<file path="src/rtl/issue_scoreboard_ctrl_pkg.sv">
// Shared types and opcode classification helpers for the in-order issue controller.
package issue_scoreboard_ctrl_pkg;

  localparam int cRegAddrW = 5;
  localparam int cNumRegs  = 32;

  // RV32I major opcodes; eNOOP marks an empty/bubble slot that reads and writes nothing.
  typedef enum logic [6:0] {
    eNOOP    = 7'b0000000,
    eLoad    = 7'b0000011,
    eFence   = 7'b0001111,
    eImmedi  = 7'b0010011,
    eAuIpc   = 7'b0010111,
    eStore   = 7'b0100011,
    eRtype   = 7'b0110011,
    eLui     = 7'b0110111,
    eBranch  = 7'b1100011,
    eJalr    = 7'b1100111,
    eJal     = 7'b1101111,
    eCntrlSt = 7'b1110011
  } tOpcodeEnum;

  typedef enum logic [1:0] {eRun, eBrWait, eDrain} tIssueStateEnum;

  function automatic logic fReadsRs1(input tOpcodeEnum op);
    case (op)
      eRtype, eBranch, eStore, eLoad, eImmedi, eJalr: fReadsRs1 = 1'b1;
      default:                                        fReadsRs1 = 1'b0;
    endcase
  endfunction

  function automatic logic fReadsRs2(input tOpcodeEnum op);
    case (op)
      eRtype, eBranch, eStore: fReadsRs2 = 1'b1;
      default:                 fReadsRs2 = 1'b0;
    endcase
  endfunction

  function automatic logic fWritesRd(input tOpcodeEnum op);
    case (op)
      eLoad, eRtype, eImmedi, eJalr, eJal, eLui, eAuIpc: fWritesRd = 1'b1;
      default:                                          fWritesRd = 1'b0;
    endcase
  endfunction

  function automatic logic fIsCtrlFlow(input tOpcodeEnum op);
    case (op)
      eBranch, eJal, eJalr: fIsCtrlFlow = 1'b1;
      default:              fIsCtrlFlow = 1'b0;
    endcase
  endfunction

  function automatic logic fIsDrain(input tOpcodeEnum op);
    case (op)
      eFence, eCntrlSt: fIsDrain = 1'b1;
      default:          fIsDrain = 1'b0;
    endcase
  endfunction

endpackage

</file>
<file path="src/rtl/issue_scoreboard.sv">
// Pending-destination vector plus in-flight counter; x0 can never become pending.
module issue_scoreboard
  import issue_scoreboard_ctrl_pkg::*;
#(
  parameter int pCntW = 3
) (
  input  logic                 clk,
  input  logic                 rst,
  input  logic                 set_en,
  input  logic [cRegAddrW-1:0] set_rd,
  input  logic                 clr_en,
  input  logic [cRegAddrW-1:0] clr_rd,
  input  logic [cRegAddrW-1:0] rd_addr_a,
  input  logic [cRegAddrW-1:0] rd_addr_b,
  input  logic [cRegAddrW-1:0] rd_addr_c,
  output logic                 pend_a,
  output logic                 pend_b,
  output logic                 pend_c,
  output logic                 clr_err,
  output logic [pCntW-1:0]     count
);

  logic [cNumRegs-1:0] pending_q, pending_d;
  logic [pCntW-1:0]    count_q, count_d;
  logic                set_hit;
  logic                clr_hit;

  assign set_hit = set_en && (set_rd != '0);
  assign clr_hit = clr_en && pending_q[clr_rd];
  assign clr_err = clr_en && !pending_q[clr_rd];

  assign pend_a = pending_q[rd_addr_a];
  assign pend_b = pending_q[rd_addr_b];
  assign pend_c = pending_q[rd_addr_c];
  assign count  = count_q;

  // Apply the issue-side set and writeback-side clear; a simultaneous pair leaves the count unchanged.
  always_comb begin
    pending_d = pending_q;
    count_d   = count_q;
    if (set_hit) pending_d[set_rd] = 1'b1;
    if (clr_hit) pending_d[clr_rd] = 1'b0;
    if (set_hit && !clr_hit)      count_d = count_q + pCntW'(1);
    else if (!set_hit && clr_hit) count_d = count_q - pCntW'(1);
  end

  // Scoreboard state registers with synchronous reset.
  always_ff @(posedge clk) begin
    if (rst) begin
      pending_q <= '0;
      count_q   <= '0;
    end else begin
      pending_q <= pending_d;
      count_q   <= count_d;
    end
  end

endmodule

</file>
<file path="src/rtl/issue_scoreboard_ctrl.sv">
// In-order issue controller: hazard stall, branch hold, fence/system drain and flush pulse.
module issue_scoreboard_ctrl
  import issue_scoreboard_ctrl_pkg::*;
#(
  parameter int pMaxInflight = 4,
  parameter int pCntW        = $clog2(pMaxInflight + 1)
) (
  input  logic             iClk,
  input  logic             iRst,
  input  logic             iDecValid,
  input  logic [6:0]       iDecOpcode,
  input  logic [4:0]       iDecRs1,
  input  logic [4:0]       iDecRs2,
  input  logic [4:0]       iDecRd,
  output logic             oDecReady,
  output logic             oIssueValid,
  input  logic             iIssueReady,
  input  logic             iWbValid,
  input  logic [4:0]       iWbRd,
  input  logic             iBrResolve,
  input  logic             iBrTaken,
  output logic             oFlush,
  output logic [pCntW-1:0] oInflightCnt,
  output logic             oWbErr
);

  tOpcodeEnum     dec_op;
  tIssueStateEnum state_q, state_d;
  logic           flush_q, flush_d;
  logic           wb_err_q, wb_err_d;
  logic           rs1_pend, rs2_pend, rd_pend;
  logic           clr_err;
  logic [pCntW-1:0] count;
  logic           writes_rd, src_hazard, stall, issue;
  logic           count_full, count_zero;

  assign dec_op = tOpcodeEnum'(iDecOpcode);

  issue_scoreboard #(
    .pCntW(pCntW)
  ) u_scoreboard (
    .clk      (iClk),
    .rst      (iRst),
    .set_en   (issue && writes_rd),
    .set_rd   (iDecRd),
    .clr_en   (iWbValid),
    .clr_rd   (iWbRd),
    .rd_addr_a(iDecRs1),
    .rd_addr_b(iDecRs2),
    .rd_addr_c(iDecRd),
    .pend_a   (rs1_pend),
    .pend_b   (rs2_pend),
    .pend_c   (rd_pend),
    .clr_err  (clr_err),
    .count    (count)
  );

  // Hazard and issue handshake; scoreboard reads are registered so a writeback frees its dependent one cycle later.
  always_comb begin
    writes_rd   = fWritesRd(dec_op) && (iDecRd != '0);
    src_hazard  = (fReadsRs1(dec_op) && rs1_pend) || (fReadsRs2(dec_op) && rs2_pend);
    count_full  = (count == pCntW'(pMaxInflight));
    count_zero  = (count == '0);
    stall       = (state_q != eRun) || src_hazard
                || (writes_rd && rd_pend)
                || (writes_rd && count_full)
                || (fIsDrain(dec_op) && !count_zero);
    oIssueValid = iDecValid && !stall;
    oDecReady   = oIssueValid && iIssueReady;
    issue       = oDecReady;
  end

  // Next-state logic for the issue FSM, the flush pulse and the sticky writeback error.
  always_comb begin
    state_d  = state_q;
    flush_d  = 1'b0;
    wb_err_d = wb_err_q || clr_err;
    case (state_q)
      eRun: begin
        if (issue && fIsCtrlFlow(dec_op))                     state_d = eBrWait;
        else if (iDecValid && fIsDrain(dec_op) && !count_zero) state_d = eDrain;
      end
      eBrWait: begin
        if (iBrResolve) begin
          state_d = eRun;
          flush_d = iBrTaken;
        end
      end
      eDrain: begin
        if (count_zero) state_d = eRun;
      end
      default: state_d = eRun;
    endcase
  end

  // FSM state and registered outputs.
  always_ff @(posedge iClk) begin
    if (iRst) begin
      state_q  <= eRun;
      flush_q  <= 1'b0;
      wb_err_q <= 1'b0;
    end else begin
      state_q  <= state_d;
      flush_q  <= flush_d;
      wb_err_q <= wb_err_d;
    end
  end

  assign oFlush       = flush_q;
  assign oWbErr       = wb_err_q;
  assign oInflightCnt = count;

endmodule

</file>
<file path="config.mk">
export PLATFORM = sky130hd
export DESIGN_NAME = issue_scoreboard_ctrl
export DESIGN_NICKNAME = d
export VERILOG_FILES = /design/src/rtl/issue_scoreboard_ctrl_pkg.sv /design/src/rtl/issue_scoreboard.sv /design/src/rtl/issue_scoreboard_ctrl.sv
export SDC_FILE = /design/constraint.sdc
export NUM_CORES = 1
export LEC_CHECK = 0
export CAP_MARGIN = 10
export CORE_MARGIN = 1
export CORE_UTILIZATION = 39
export DETAILED_ROUTE_END_ITERATION = 12
export PLACE_DENSITY = 0.62
export SLEW_MARGIN = 0
export SYNTH_ARGS = -nofsm -noshare
export SYNTH_HDL_FRONTEND = slang
export SYNTH_HIERARCHICAL = 1
export SYNTH_SLANG_ARGS = --single-unit
</file>
<file path="constraint.sdc">
create_clock -name iClk -period 4.7 [get_ports iClk]
set_input_delay 0.94 -clock iClk [delete_from_list [all_inputs] [get_ports iClk]]
set_output_delay 0.94 -clock iClk [all_outputs]
set_load 0.02 [all_outputs]
</file>
==> summary.txt, run 1 <==
status = finished, final reports clean
cts hold-fix bufs = 0
TritonCTS Buffers = 5
Tcrit/Tclk final = 98.1%
die area = 8040 um2
ys flop type = dfxtp_1
Register Area = 781 um2
CP endpoint kind = primary output
Worst EP arrival = 3670 ps
Hold Slack = 467 ps
Hold Path Class = flip-flop to flip-flop
synth warn = 6
total power = 0.846 mW
GR Util All Layers = 24.6%
EDFF count, synth = 0
peak supply drop = 0.000108 V
CTS clk-pin slew, worst paths = 70 ps
area leader, netlist = dfxtp_1
Max Clock Freq = 217 MHz
initial antenna violation count = 0
grt ovf = 0
combinational share of power = 20.4%
Multi-input gate area = 2100 um2
H-tree depth = 2
crit path cell chain = clkdlybuf4s50_1, buf_12, mux4_2, mux4_2, mux2_2, nand2_1, a31oi_4, o21bai_1, and4_1, buf_4
Worst slew margin = 46.5%
critical path class = primary input to primary output
worst r2r path cells = 13
max-cap viol count = 0
Avg Vias per Cell = 6.51
Leakage = 1.31 nW
share of layout cells above drive strength 1 = 26.9%
# DRC = 0
final core utilization = 52.7%
Switching Fraction = 25.8%
TNS Setup = 0 ps
IO Pins = 41
CTS tree = done
Yosys reg bits = 39
most common cell after layout, fill and taps aside = dfxtp_1
first-pass GRT wire length = 14400 um
fraction of registers with async set/reset = 0%
DRT Wirelength = 9430 um
met2 Usage GRT = 38.6%
Initial Util = 40.9%
worst setup margin = 88.9 ps
crit path to = oIssueValid
ANT cells = 0
commonest cells after routing, fill and taps aside = dfxtp_1 (39), clkdlybuf4s50_1 (37), a21oi_1 (34), mux4_2 (30), a311oi_1 (27)
vias in the first global route = 2623
met3 GRT Util = 6.12%
setup-violating endpoint count in the final report = 0
pre-CTS setup slack = -343 ps
Critical Path Most Common Cell = mux4_2
Placement Cell Area = 3650 um2
Pwr Density = 219 nW/um2
cell internal pwr = 0.627 mW
top-area cell type share of the netlist area = 26.0%
clock skew = 6.58 ps
WL per Instance = 21.2 um
DP HPWL = 6770 um
core area = 7330 um2
post-route ant nets = 0
clock root buffer = clkbuf_8
Filler Cell Count = 645
iteration-0 DRC count of the detailed router = 254
Yosys cell types = 50
row cnt = 31
clk buf depth = 2
slowest stage cell, crit path = mux4_2
Tmin final = 4610 ps
Die Y-Extent = 89.7 um
Placer Congestion = 0.890
Top Usage Layer GRT = met2
chip width = 89.7 um
Worst-Skew Late Latency = 300 ps
r2r setup slk = 1050 ps
Syn Inst Count = 292
# port buffers = 40
NetSw = 0.219 mW
Slew Limit Fails = 0
worst slew pin tran = 800 ps
power share of the sequential group = 40.0%
RSZ-0062 raised after global routing = no
clock tree sinks = 39
Syn Std Cell Area = 3000 um2
crit path launch type = primary input
Clk pwr share = 39.6%
placed cells = 434
layout net count = 381
Syn Area/Cell = 10.3 um2
crit path from = iDecRs1[0]
sequential-to-total area share from yosys stat = 26.0%
Syn Nets = 328
r2r startpoint = u_scoreboard/pending_q[31]
vias = 2895
final non-filler cell total = 445
slowest stage delay, CP = 530 ps
Synth-to-Final Area Change = 28.9%
drt pass-1 iters = 5
CP max FO = 8
Design Area, Final = 3860 um2
worst reg2reg path endpoint = u_scoreboard/count[2]
CP Data Required Time = 3760 ps
synth top area cells = dfxtp_1 (26%), mux4_2 (23%), a311oi_1 (7.9%), a21oi_1 (5.8%), mux2i_1 (5.7%)
Hold Vio Cnt, Final = 0
largest net degree at the start of global routing = 40
met1 GRT Util = 33.2%
Hold Path Stages = 1
## power groups by stage
stage	Sequential (mW)	Clock (mW)	Combinational, mW
after floorplan	0.349	0	0.0854
after detailed placement	0.346	0	0.165
after global routing	0.339	0.354	0.183
after CTS	0.338	0.341	0.166
final	0.338	0.335	0.173
after global placement	0.346	0	0.164
## critical path, delay by kind of cell
| family | cells | cell delay (ps) |
|---|---|---|
| multiplexers | 3 | 1300 |
| buffers and inverters | 3 | 800 |
| AND/OR/NAND/NOR | 2 | 320 |
| AO/OA/AOI/OAI | 2 | 310 |
## registers in the layout, summed over array words and instances, names as in the netlist
signal	cells
state_q	2
oFlush	1
u_scoreboard/pending_q	32
u_scoreboard/count	3
oWbErr	1
## worst min-delay path by stage
stage	end	start
2_1_floorplan	state_q[1]	state_q[0]
3_3_place_gp	oWbErr	oWbErr
3_5_place_dp	oFlush	state_q[1]
4_1_cts	oFlush	state_q[1]
5_1_grt	oFlush	state_q[1]
6_report	oFlush	state_q[1]
## cell usage after synthesis (5+ instances only)
cell type / n
mux4_2: 30
nor3_1: 8
inv_1: 6
mux2i_1: 17
nand3b_1: 5
clkbuf_1: 11
nand2_1: 12
nor4_1: 6
nor3b_1: 8
nor2_1: 17
and3_1: 5
buf_2: 6
a21oi_1: 35
dfxtp_1: 39
a311oi_1: 27
## layout make-up
cell class              instances  share of cell area, %
clock buffers                   6                   1.88
inverters                       6                  0.583
repair buffers                 70                   18.2
multi-input cells             223                   54.4
clock inverters                 2                   1.55
flip-flops and latches         39                   20.2
well taps                      99                   3.21
## cells by family (layout without fill, tap and decap cells)
group	count (synthesis)	count (layout)	share of synthesized area, %
adder cells (fa/ha/maj)	2	2	1.09
XOR/XNOR	2	2	0.584
AO/OA/AOI/OAI	83	83	20.2
flip-flops	39	39	26.0
AND/OR/NAND/NOR	86	86	17.3
multiplexers	50	50	29.3
buffers and inverters	30	84	5.38
## what timing repair did
action                                  in CTS  in global routing
gates cloned                                 0                  1
resized for setup                            8                 12
pin swaps                                    0                  2
endpoints found under the setup margin       3                  3
buffers inserted                             0                  2
## metal layers
metal | vias to the layer above | part of all wire [%] | routed length, um
met5 | - | 0 | 0
met4 | 0 | 1.5 | 145
met3 | 16 | 10 | 978
met2 | 168 | 45 | 4270
met1 | 1409 | 43 | 4040
li1 | 1302 | - | -
(Power assumes the default switching activity.)
==> run 2: changes to the inputs <==
--- a/config.mk
+++ b/config.mk
@@ -7,9 +7,10 @@
 export LEC_CHECK = 0
 export CAP_MARGIN = 10
 export CORE_MARGIN = 1
-export CORE_UTILIZATION = 39
+export CORE_UTILIZATION = 45
 export DETAILED_ROUTE_END_ITERATION = 12
-export PLACE_DENSITY = 0.62
+export PLACE_DENSITY = 0.7
+export SKIP_LAST_GASP = 1
 export SLEW_MARGIN = 0
 export SYNTH_ARGS = -nofsm -noshare
 export SYNTH_HDL_FRONTEND = slang
==> run 2 against run 1 <==
Against the previous run:
- worst setup slack lost 39 ps
- fmax shrank 0.84%
- critical endpoint unchanged
- clock skew grew 1.6 ps
- core utilization grew 6.5 points
- global-route usage grew 3.8 points
- sequential share of layout area grew 0.46 points
- final cell count shrank 6.3%
- routed wire length grew 4.0%
- count of clock-buffer cells in the layout is the same
- design area shrank 2.2%
- via count grew 2.6%
- critical path depth is the same
==> summary.txt, run 2 (synthesis results as in run 1) <==
status = finished, final reports clean
CTS tree = done
WP buf/inv = 3
Slew Limit Fails = 0
peak supply drop = 0.000158 V
setup-violating endpoint count in the final report = 0
TritonCTS Buffers = 5
# DRC = 0
vias in the first global route = 2841
Avg Vias per Cell = 7.12
H-tree depth = 2
met2 Usage GRT = 44.8%
Initial Util = 46.9%
share of layout cells above drive strength 1 = 25.0%
slowest stage delay, CP = 530 ps
core area = 6390 um2
met1 GRT Util = 36.3%
Tcrit/Tclk final = 98.9%
Placer Congestion = 0.972
# port buffers = 40
Worst EP arrival = 3710 ps
Reg with most FFs = u_scoreboard/pending_q
Max Clock Freq = 215 MHz
Pwr Density = 223 nW/um2
cell family with most CP delay = multiplexers
Top Usage Layer GRT = met2
CP endpoint kind = primary output
final non-filler cell total = 417
placed cells = 408
Tmin final = 4650 ps
cts hold-fix bufs = 0
Critical Path Most Common Cell = mux4_2
initial antenna violation count = 0
Worst-Skew Late Latency = 300 ps
crit path launch type = primary input
WL per Instance = 23.5 um
largest net degree at the start of global routing = 41
DP HPWL = 6830 um
chip width = 83.6 um
TNS Setup = 0 ps
total power = 0.842 mW
IO Pins = 41
CP Data Required Time = 3760 ps
DRT Wirelength = 9810 um
Hold Path Class = flip-flop to flip-flop
drt pass-1 iters = 5
Synth-to-Final Area Change = 26.0%
first-pass GRT wire length = 15300 um
layout net count = 375
clock tree sinks = 39
grt ovf = 0
iteration-0 DRC count of the detailed router = 475
commonest cells after routing, fill and taps aside = dfxtp_1 (39), clkdlybuf4s50_1 (37), a21oi_1 (34), mux4_2 (30), a311oi_1 (27)
Worst slew margin = 43.5%
critical path class = primary input to primary output
final core utilization = 59.2%
Die Y-Extent = 83.6 um
CTS clk-pin slew, worst paths = 70 ps
clock skew = 8.22 ps
Hold Vio Cnt, Final = 0
row cnt = 29
GR Util All Layers = 28.3%
post-route ant nets = 0
Leakage = 1.28 nW
clk buf depth = 2
CP max FO = 8
max-cap viol count = 0
vias = 2969
crit path cell chain = clkdlybuf4s50_1, buf_12, mux4_2, mux4_2, mux2_2, nand3_1, a31oi_4, o21bai_1, and4_1, buf_2
clock root buffer = clkbuf_8
most common cell after layout, fill and taps aside = dfxtp_1
die area = 6990 um2
worst slew pin tran = 845 ps
slowest stage cell, crit path = mux4_2
ANT cells = 0
met3 GRT Util = 6.33%
max reg flops = 32
run 2: routing by layer:
| layer | share of wire (%) | wire length (um) |
|---|---|---|
| met5 | 0 | 0 |
| met4 | 5.0 | 489 |
| met3 | 8.6 | 846 |
| met2 | 48 | 4680 |
| met1 | 39 | 3800 |
run 2: area by class of cell:
cell class,instances,area [um2]
clock buffers,6,72.6
clock inverters,2,60.1
fillers,545,2610
inverters,6,22.5
multi-input cells,223,2090
flip-flops and latches,39,781
well taps,77,96.3
repair buffers,64,653
run 2: stage by stage:
| step | instance area, um2 | hold WS [ps] | setup slack [ps] |
|---|---|---|---|
| floorplan | 3000 | 431 | 155 |
| global placement | 3590 | 451 | -303 |
| detailed placement | 3590 | 461 | -339 |
| CTS | 3740 | 473 | -16.9 |
| global route | 3780 | 494 | -11.8 |
| finish | 3780 | 466 | 49.7 |
run 2: repair_timing:
action / CTS / global route
gates cloned: 0 / 1
gates resized for setup: 8 / 8
buffers inserted: 0 / 0
endpoints found under the setup margin: 3 / 3
endpoints found under the hold margin: 0 / 0
pin swaps: 0 / 2
run 2: worst paths after layout:
check	from	end	slack (ps)	cells past startpoint
min	state_q[1]	oFlush	470	1
max reg2reg	u_scoreboard/pending_q[23]	u_scoreboard/count[2]	980	13
max	iDecRs1[0]	oIssueValid	50	10
min reg2reg	state_q[1]	oFlush	470	1
run 2: where the power goes:
group          switching, mW  internal [mW]  total (mW)
Combinational         0.0921         0.0787       0.171
Sequential           0.00465          0.334       0.338
Clock                  0.121          0.212       0.333
